==> config.mk <==
export PLATFORM = sky130hd
export DESIGN_NAME = mtimecmp_scheduler
export DESIGN_NICKNAME = d
export VERILOG_FILES = /design/src/rtl/mtimecmp_scheduler.sv
export SDC_FILE = /design/constraint.sdc
export NUM_CORES = 1
export LEC_CHECK = 0
export ABC_AREA = 1
export CORE_MARGIN = 2
export CORE_UTILIZATION = 30
export DETAILED_ROUTE_END_ITERATION = 16
export SETUP_SLACK_MARGIN = 0.4
export SLEW_MARGIN = 20
export SYNTH_ARGS = -nofsm -noshare
export SYNTH_HDL_FRONTEND = slang
export SYNTH_SLANG_ARGS = --single-unit
==> constraint.sdc <==
create_clock -name clk -period 3.74 [get_ports clk]
set_clock_uncertainty 0.15 [all_clocks]
set_input_delay 0.374 -clock clk [delete_from_list [all_inputs] [get_ports clk]]
set_output_delay 0.374 -clock clk [all_outputs]
set_load 0.005 [all_outputs]
==> src/rtl/mtimecmp_scheduler.sv <==
// rtl/mtimecmp_scheduler.sv - earliest-deadline multiplexer for mtimecmp (optional feature macro: MTIMECMP_SCHED_PERIODIC_EN)

module mtimecmp_scheduler #(
    parameter logic [31:0] SCHED_BASE_ADDR = 32'h4000_3000,
    parameter logic [31:0] TIMER_BASE_ADDR = 32'h4000_2000,
    parameter int          NUM_CH          = 4
) (
    input  logic              clk,
    input  logic              rst_n,
    input  logic [31:0]       mem_addr,
    input  logic [31:0]       mem_wdata,
    input  logic              mem_we,
    input  logic              mem_re,
    output logic [31:0]       mem_rdata,
    input  logic [47:0]       mtime,
    output logic [31:0]       tmr_addr,
    output logic [31:0]       tmr_wdata,
    output logic              tmr_we,
    output logic [NUM_CH-1:0] ch_irq
);

    localparam logic [47:0] DL_MAX      = 48'hFFFF_FFFF_FFFF;
    localparam logic [1:0]  LAST_IDX    = 2'(NUM_CH - 1);
    localparam logic [2:0]  NCH         = 3'(NUM_CH);
    localparam logic [31:0] MTIMECMP_LO = TIMER_BASE_ADDR + 32'h8;
    localparam logic [31:0] MTIMECMP_HI = TIMER_BASE_ADDR + 32'hC;

    typedef enum logic [2:0] {
        S_IDLE,
        S_SCAN,
        S_WR_LO_MAX,
        S_WR_HI,
        S_WR_LO
    } state_t;

    state_t            state;
    state_t            state_next;

    logic [47:0]       dl [NUM_CH];
    logic [NUM_CH-1:0] arm;
    logic [NUM_CH-1:0] fired;
    logic [NUM_CH-1:0] expire;
`ifdef MTIMECMP_SCHED_PERIODIC_EN
    logic [NUM_CH-1:0] periodic;
    logic [NUM_CH-1:0] reload;
    logic [31:0]       period [NUM_CH];
`endif

    logic              rescan_pending;
    logic              rescan_set;
    logic [1:0]        idx;
    logic [1:0]        sel_idx;
    logic              sel_valid;
    logic [47:0]       best;
    logic              scan_arm;
    logic [47:0]       scan_dl;

    logic              win_hit;
    logic              ch_hit;
    logic              status_hit;
    logic              cpu_wr;
    logic [1:0]        ch_sel;
    logic [1:0]        reg_sel;

    assign win_hit    = (mem_addr[31:7] == SCHED_BASE_ADDR[31:7]);
    assign ch_sel     = mem_addr[5:4];
    assign reg_sel    = mem_addr[3:2];
    assign ch_hit     = win_hit && (mem_addr[1:0] == 2'b00) && !mem_addr[6] && ({1'b0, ch_sel} < NCH);
    assign status_hit = win_hit && (mem_addr[6:0] == 7'h40);
    assign cpu_wr     = mem_we && ch_hit;
    assign rescan_set = (|expire) || cpu_wr;
    assign ch_irq     = fired;

    // Per-channel expiry against mtime; periodic channels with a non-zero period reload instead of disarming
    always_comb begin
        expire = '0;
`ifdef MTIMECMP_SCHED_PERIODIC_EN
        reload = '0;
`endif
        for (int i = 0; i < NUM_CH; i++) begin
            expire[i] = arm[i] && (mtime >= dl[i]);
`ifdef MTIMECMP_SCHED_PERIODIC_EN
            reload[i] = periodic[i] && (period[i] != 32'd0);
`endif
        end
    end

    // Channel registers: expiry updates first, CPU writes override arm; a W1C never beats a new expiry
    always_ff @(posedge clk or negedge rst_n) begin
        if (!rst_n) begin
            arm   <= '0;
            fired <= '0;
`ifdef MTIMECMP_SCHED_PERIODIC_EN
            periodic <= '0;
`endif
            for (int i = 0; i < NUM_CH; i++) begin
                dl[i] <= DL_MAX;
`ifdef MTIMECMP_SCHED_PERIODIC_EN
                period[i] <= 32'd0;
`endif
            end
        end else begin
            for (int i = 0; i < NUM_CH; i++) begin
                if (expire[i]) begin
                    fired[i] <= 1'b1;
`ifdef MTIMECMP_SCHED_PERIODIC_EN
                    if (reload[i]) begin
                        dl[i] <= dl[i] + {16'h0, period[i]};
                    end else begin
                        arm[i] <= 1'b0;
                    end
`else
                    arm[i] <= 1'b0;
`endif
                end
                if (cpu_wr && (ch_sel == 2'(i))) begin
                    case (reg_sel)
                        2'd0: dl[i][31:0]  <= mem_wdata;
                        2'd1: dl[i][47:32] <= mem_wdata[15:0];
                        2'd2: begin
                            arm[i] <= mem_wdata[0];
`ifdef MTIMECMP_SCHED_PERIODIC_EN
                            periodic[i] <= mem_wdata[1];
`endif
                            if (mem_wdata[8] && !expire[i]) begin
                                fired[i] <= 1'b0;
                            end
                        end
                        default: begin
`ifdef MTIMECMP_SCHED_PERIODIC_EN
                            period[i] <= mem_wdata;
`endif
                        end
                    endcase
                end
            end
        end
    end

    // Rescan request: a new trigger always wins over the clear taken by IDLE
    always_ff @(posedge clk or negedge rst_n) begin
        if (!rst_n) begin
            rescan_pending <= 1'b1;
        end else begin
            rescan_pending <= rescan_set || (rescan_pending && (state != S_IDLE));
        end
    end

    // FSM state register
    always_ff @(posedge clk or negedge rst_n) begin
        if (!rst_n) begin
            state <= S_IDLE;
        end else begin
            state <= state_next;
        end
    end

    // FSM next state: scan NUM_CH channels, then the uninterruptible LO-max / HI / LO write triple
    always_comb begin
        state_next = state;
        case (state)
            S_IDLE:      if (rescan_pending) state_next = S_SCAN;
            S_SCAN:      if (idx == LAST_IDX) state_next = S_WR_LO_MAX;
            S_WR_LO_MAX: state_next = S_WR_HI;
            S_WR_HI:     state_next = S_WR_LO;
            S_WR_LO:     state_next = S_IDLE;
            default:     state_next = S_IDLE;
        endcase
    end

    // Channel currently under scan
    always_comb begin
        scan_arm = 1'b0;
        scan_dl  = DL_MAX;
        for (int i = 0; i < NUM_CH; i++) begin
            if (idx == 2'(i)) begin
                scan_arm = arm[i];
                scan_dl  = dl[i];
            end
        end
    end

    // Earliest-deadline search; strict compare keeps the lowest index on ties
    always_ff @(posedge clk or negedge rst_n) begin
        if (!rst_n) begin
            idx       <= 2'd0;
            best      <= DL_MAX;
            sel_idx   <= 2'd0;
            sel_valid <= 1'b0;
        end else begin
            case (state)
                S_IDLE: begin
                    if (rescan_pending) begin
                        idx       <= 2'd0;
                        best      <= DL_MAX;
                        sel_idx   <= 2'd0;
                        sel_valid <= 1'b0;
                    end
                end
                S_SCAN: begin
                    if (scan_arm && (scan_dl < best)) begin
                        best      <= scan_dl;
                        sel_idx   <= idx;
                        sel_valid <= 1'b1;
                    end
                    idx <= idx + 2'd1;
                end
                default: ;
            endcase
        end
    end

    // Registered timer write port, aligned with the write states
    always_ff @(posedge clk or negedge rst_n) begin
        if (!rst_n) begin
            tmr_we    <= 1'b0;
            tmr_addr  <= 32'd0;
            tmr_wdata <= 32'd0;
        end else begin
            tmr_we <= 1'b0;
            case (state_next)
                S_WR_LO_MAX: begin
                    tmr_we    <= 1'b1;
                    tmr_addr  <= MTIMECMP_LO;
                    tmr_wdata <= 32'hFFFF_FFFF;
                end
                S_WR_HI: begin
                    tmr_we    <= 1'b1;
                    tmr_addr  <= MTIMECMP_HI;
                    tmr_wdata <= {16'h0, best[47:32]};
                end
                S_WR_LO: begin
                    tmr_we    <= 1'b1;
                    tmr_addr  <= MTIMECMP_LO;
                    tmr_wdata <= best[31:0];
                end
                default: ;
            endcase
        end
    end

    // Combinational register read mux
    always_comb begin
        mem_rdata = 32'd0;
        if (mem_re) begin
            if (status_hit) begin
                mem_rdata = {26'd0, sel_idx, 2'b00, sel_valid, (state != S_IDLE)};
            end else if (ch_hit) begin
                for (int i = 0; i < NUM_CH; i++) begin
                    if (ch_sel == 2'(i)) begin
                        case (reg_sel)
                            2'd0: mem_rdata = dl[i][31:0];
                            2'd1: mem_rdata = {16'h0, dl[i][47:32]};
`ifdef MTIMECMP_SCHED_PERIODIC_EN
                            2'd2: mem_rdata = {23'd0, fired[i], 6'd0, periodic[i], arm[i]};
                            default: mem_rdata = period[i];
`else
                            2'd2: mem_rdata = {23'd0, fired[i], 6'd0, 1'b0, arm[i]};
                            default: mem_rdata = 32'd0;
`endif
                        endcase
                    end
                end
            end
        end
    end

endmodule
-- Word-level counts from Yosys, hierarchy flattened
Index checks and enable logic that the tools add are counted.
- input bits: 116
- flip-flop bits (word level): 322
- equal/unequal tests: 18
- add/subtract/negate cells: 1
- $lt $le $gt $ge: 5
- reductions and logical operators: 47
- multiplexer cells: 63
- operator list (cell ; count):
    32-bit one-hot mux with 3 select lines ; 5
    48-bit 2-to-1 mux ; 6
    32-bit 2-to-1 mux ; 7
    48-bit >= comparator ; 4
    48-bit one-hot mux with 2 select lines ; 1
    32-bit one-hot mux with 2 select lines ; 1
    48-bit < comparator ; 1
    1-bit 2-to-1 mux ; 35
    25-bit by 24-bit equality test with 1-bit output, second input constant ; 1
    1-bit logical AND ; 18
    2-bit AND reduction ; 9
    3-bit by 2-bit equality test with 1-bit output, second input constant ; 4
    3-bit one-hot mux with 4 select lines ; 1
    2-bit equality test, second input constant ; 5
    2-bit zero test ; 4
    2-bit one-hot mux with 2 select lines ; 2
    7-bit equality test, second input constant ; 1
    2-bit by 1-bit equality test with 1-bit output, second input constant ; 3
    3-bit 2-to-1 mux ; 2
    3-bit nonzero test ; 2
    1-bit zero test ; 5
    2-bit 2-to-1 mux ; 2
    2-bit inequality test, second input constant ; 2
    2-bit nonzero test ; 2
    other kinds (10) ; 11

-- Depth between registers and ports, before layout
- word-level depth: 9
- depth in mapped cells: 26

-- Least setup slack after synthesis
Ideal clock, no wire load.
- kind: reg2reg
- from: register idx[0]
- to: register best[27]
- required time: 3529 ps
- period minus slack after synthesis: 3413 ps
- stages on the path, launching flop included: 23
- buffers on the path: 5
- arrival: 3202 ps
- library setup time: 61 ps
- setup slack: 327 ps
- path through: dfrtp_1 > inv_1 > ha_1 > buf_2 > inv_2 > clkbuf_1 > buf_1 > o211ai_1 > o21ai_0 > ha_1 > nand2_1 > inv_1 > a221oi_1 > nor2_1 > nor2_1 > nand4_1 > a21oi_1 > nand2_2 > nand2_1 > buf_4 > buf_4 > nand2_1 > nand2_1
- longest elaborated chain between the ends: 9
- ends and longest elaborated chain (element ; line ; text):
    start: declaration ; 51 ; logic [1:0] idx;
    start signal: assignment ; 206 ; idx <= idx + 2'd1;
    2-bit zero test ; 176 ; if (idx == 2'(i)) begin
    48-bit 2-to-1 mux (4 in series) ; 176 ;
    48-bit < comparator ; 201 ; if (scan_arm && (scan_dl < best)) begin
    1-bit logical AND ; 201 ;
    2-bit inequality test (no line) ; n/a ;
    3-bit AND reduction (no line) ; n/a ;
    end signal: assignment ; 202 ; best <= scan_dl;
    end: declaration ; 54 ; logic [47:0] best;
Several ways; a longest one is shown, not always the timed one. The select of a mux whose other input is x is not followed.
A chain may end at the register's enable or synchronous reset.

-- Worst setup path after layout
- from: register idx[0]
- to: register best[29]
The elaborated chain is that of the path after synthesis.

==> impl_metrics.tcl <==
set metrics [dict create \
    status "finished, final reports clean" \
    ys_warn_count 0 \
    antenna_found_initial 1 \
    synthTopCellsByCount "526 x nand2_1, 353 x inv_1, 243 x ha_1" \
    synth.area.top_cells "dfstp_2 30%, ha_1 14%, nand2_1 9.4%, inv_1 6.3%, dfrtp_1 6.0%" \
    regArea_um2 7610 \
    first_pass_iters 8 \
    grt_overflow 0 \
    tns_ns 0 \
    cts_tree "built" \
    io_buffers 188 \
    cts.sinks 292 \
    power_frac_clock 0.491 \
    end_kind "register" \
    synth_area_um2 21100 \
    cellPowerDensity_nw_per_um2 280 \
    synth_top_family_by_area "compound AO/OA/AOI/OAI gates" \
    place_inst 3807 \
    gp_congestion 0.951 \
    holdPathEnd "dl[70]" \
    synth_fa_ha_area_frac 0.144 \
    rsz0062_at_grt "yes" \
    hold_path_class "input port to register" \
    drc 0 \
    cp_max_fo 8 \
    power_leakage_nw 11.9 \
    min_path_cells 3 \
    synth_mux_area_frac 0 \
    final_cells 3933 \
    grt_pass1_wl_um 123000 \
    path_class "register to register" \
    grt_use_met3 0.0509 \
    drt-vias-per-instance 5.21 \
    wl_per_cell_um 21.3 \
    grt_usage 0.223 \
    yosys_register_bits 292 \
    synthesis.instances 2685 \
    r2r_start "idx[0]" \
    synth_most_common_cell "nand2_1" \
    seqPwrFrac 0.409 \
    switching_share 0.259 \
    ff2ff_setup_slack_ns 0.1 \
    p_sw_mw 2.01 \
    r2r-end "best[29]" \
    fin_crit_ns 3.64 \
    core_um2 69800 \
    ys_seq_area_frac 0.361 \
    numCtsBuffers 38 \
    first_global_vias 19491 \
    synth-simple-area-share 0.188 \
    synth_xor_area_frac 0 \
    ioPinCount 217 \
    cp-start-kind "register" \
    top_usage_layer "met2" \
    num_antenna_cells 0 \
    globalRouteMet1Util 0.296 \
    drive_gt1_frac 0.242 \
    syn_to_final_growth_pct 31.6 \
    num_vias 20490 \
    cp_data_arrival_time_ns 4.00 \
    clk_latency_ns 0.57 \
    die_h_um 269 \
    grt_max_degree 79 \
    slew_headroom 0.510 \
    drt_iter0_drc 2015 \
    die_area_um2 72500 \
    nets 3324 \
    max_freq_mhz 274 \
    peakVddDrop_mv 0.233 \
    clkSlewWorstSetupHoldPaths_ns 0.07 \
    fin_crit_sh 0.974 \
    synth_top_area_frac 0.300 \
    power.internal_mw 5.75 \
    grt_use_met2 0.347 \
    antenna_left 0 \
    slew_violations 0 \
    setup_viol 0 \
    synth_compound_area_frac 0.203 \
    htreeDepth 2 \
    clock-root-buffer "clkbuf_16" \
    synth_flop_cell "dfstp_2" \
    p_comb_frac 0.100 \
    place_hpwl_um 60100 \
    clockBufferDepth 3 \
    placed_area_um2 24600 \
    routed_wl_um 83900 \
    fin_area_um2 27800 \
    multi_input_area_um2 12300 \
    synth_area_per_cell_um2 7.86 \
    hold_viol 0 \
    required_ns 4.09 \
    synth_edf_count 0 \
    min-delay-start "mem_wdata[22]" \
    start_util 0.302 \
    r2r_cells 24 \
    rows 97 \
    synth_area_leader_cell "dfstp_2" \
    tightestPinTransition_ns 0.732 \
    synth.distinct_cells 55 \
    fill_cells 7107 \
    synth_async_sr_flop_share 1.00 \
    maxCapViolCount 0 \
    die_w_um 269 \
]
cells in the final DEF, fill, tap and decap left out, types with 8 or more instances in the layout:
cell type | Yosys | final
nand2_1 | 526 | 456
inv_1 | 353 | 345
dfstp_2 | 241 | 241
ha_1 | 243 | 235
o21ai_0 | 229 | 201
a21oi_1 | 190 | 188
clkdlybuf4s50_1 | 0 | 161
nand3_1 | 137 | 133
buf_4 | 38 | 127
o21ai_1 | 98 | 108
nor2_1 | 88 | 84
nand2_2 | 2 | 56
o211ai_1 | 53 | 53
o22ai_1 | 54 | 51
dfrtp_1 | 51 | 51
clkbuf_16 | 0 | 45
or2_2 | 44 | 44
nand4_1 | 37 | 37
o21ai_2 | 16 | 34
buf_12 | 0 | 29
conb_1 | 1 | 28
o221ai_1 | 21 | 21
a22oi_1 | 18 | 14
clkbuf_1 | 67 | 14
a221oi_1 | 14 | 13
buf_6 | 8 | 12
nor4_1 | 18 | 11
nand2_4 | 0 | 11
buf_16 | 0 | 11
dlymetal6s2s_1 | 0 | 10
a2111oi_4 | 0 | 9
ha_4 | 0 | 8
dlygate4sd2_1 | 0 | 8
state kept, by name, indices dropped and copies added, names as in the netlist, 2 cells and up:
name and flops:
dl 192, arm 4, tmr_wdata 32, best 48, state 3, sel_idx 2
idx 2, ch_irq 4, tmr_addr 2
timing repair:
action / in CTS / in global routing
hold buffers: 1 / 0
endpoints found under the hold margin: 13 / 0
pin swaps: 11 / 24
setup endpoints to repair: 83 / 82
cloned: 11 / 5
setup buffers: 27 / 14
resized for setup: 147 / 173
power groups by stage:
| stage | logic [mW] | registers [mW] | clock network, mW |
|---|---|---|---|
| 2_1_floorplan | 0.342 | 3.22 | 0 |
| 3_3_place_gp | 0.739 | 3.22 | 0 |
| 3_5_place_dp | 0.743 | 3.22 | 0 |
| 4_1_cts | 0.754 | 3.17 | 3.87 |
| 5_1_grt | 0.852 | 3.17 | 3.98 |
| 6_report | 0.780 | 3.17 | 3.81 |
cells by family after synthesis:
group	after synthesis
other cells	1
compound gates	739
flops	292
fa+ha+maj	243
buf+inv	523
simple gates	887
worst max-delay path by stage:
stage / end / cells past startpoint / start / slack [ns]
global route: best[0] / 23 / idx[0] / -0.08
detailed placement: mem_rdata[13] / 11 / mem_addr[8] / -0.02
global placement: mem_rdata[13] / 11 / mem_addr[8] / -0.05
CTS: mem_rdata[31] / 11 / mem_addr[13] / 0.22
finish: best[29] / 24 / idx[0] / 0.1
floorplan: best[27] / 23 / idx[0] / 0.41
worst max-delay path: stages (launching register included):
cell	delay, ns
dfrtp_1	0.43
inv_2	0.09
ha_4	0.19
buf_12	0.14
buf_12	0.13
buf_6	0.12
nand3_2	0.06
o211ai_1	0.11
a22oi_2	0.19
buf_4	0.20
ha_4	0.22
nand4_1	0.10
inv_1	0.06
nand4_1	0.12
buf_4	0.13
nor2_1	0.03
nor2_1	0.09
nand4_1	0.15
a21oi_4	0.17
nand2_4	0.09
buf_12	0.14
nand2_8	0.14
clkbuf_16	0.21
nand2_2	0.05
nand2_1	0.05
per-stage QoR:
step	hold slack, ns	worst slack (ns)	util	power, mW
floorplan	-0.0716	0.410	-	3.56
global placement	0.282	-0.0495	0.353	3.96
detailed placement	0.288	-0.0198	0.353	3.96
CTS	0.220	0.218	0.386	7.80
global route	0.254	-0.0823	0.398	8.01
finish	0.231	0.0954	0.398	7.76
cell type report:
| type | instances | share of cell area |
|---|---|---|
| clock buffer | 59 | 0.0408 |
| clock inverter | 9 | 0.00460 |
| sequential | 292 | 0.274 |
| timing repair buffer | 376 | 0.146 |
| multi-input combinational | 1897 | 0.442 |
| inverter | 360 | 0.0499 |
| tap | 940 | 0.0423 |
routing by layer:
layer  share of wire  wire length [µm]
met5               0                 0
met4           0.044              3670
met3           0.084              7030
met2            0.44             37300
met1            0.43             35900
(Power assumes the default switching activity.)
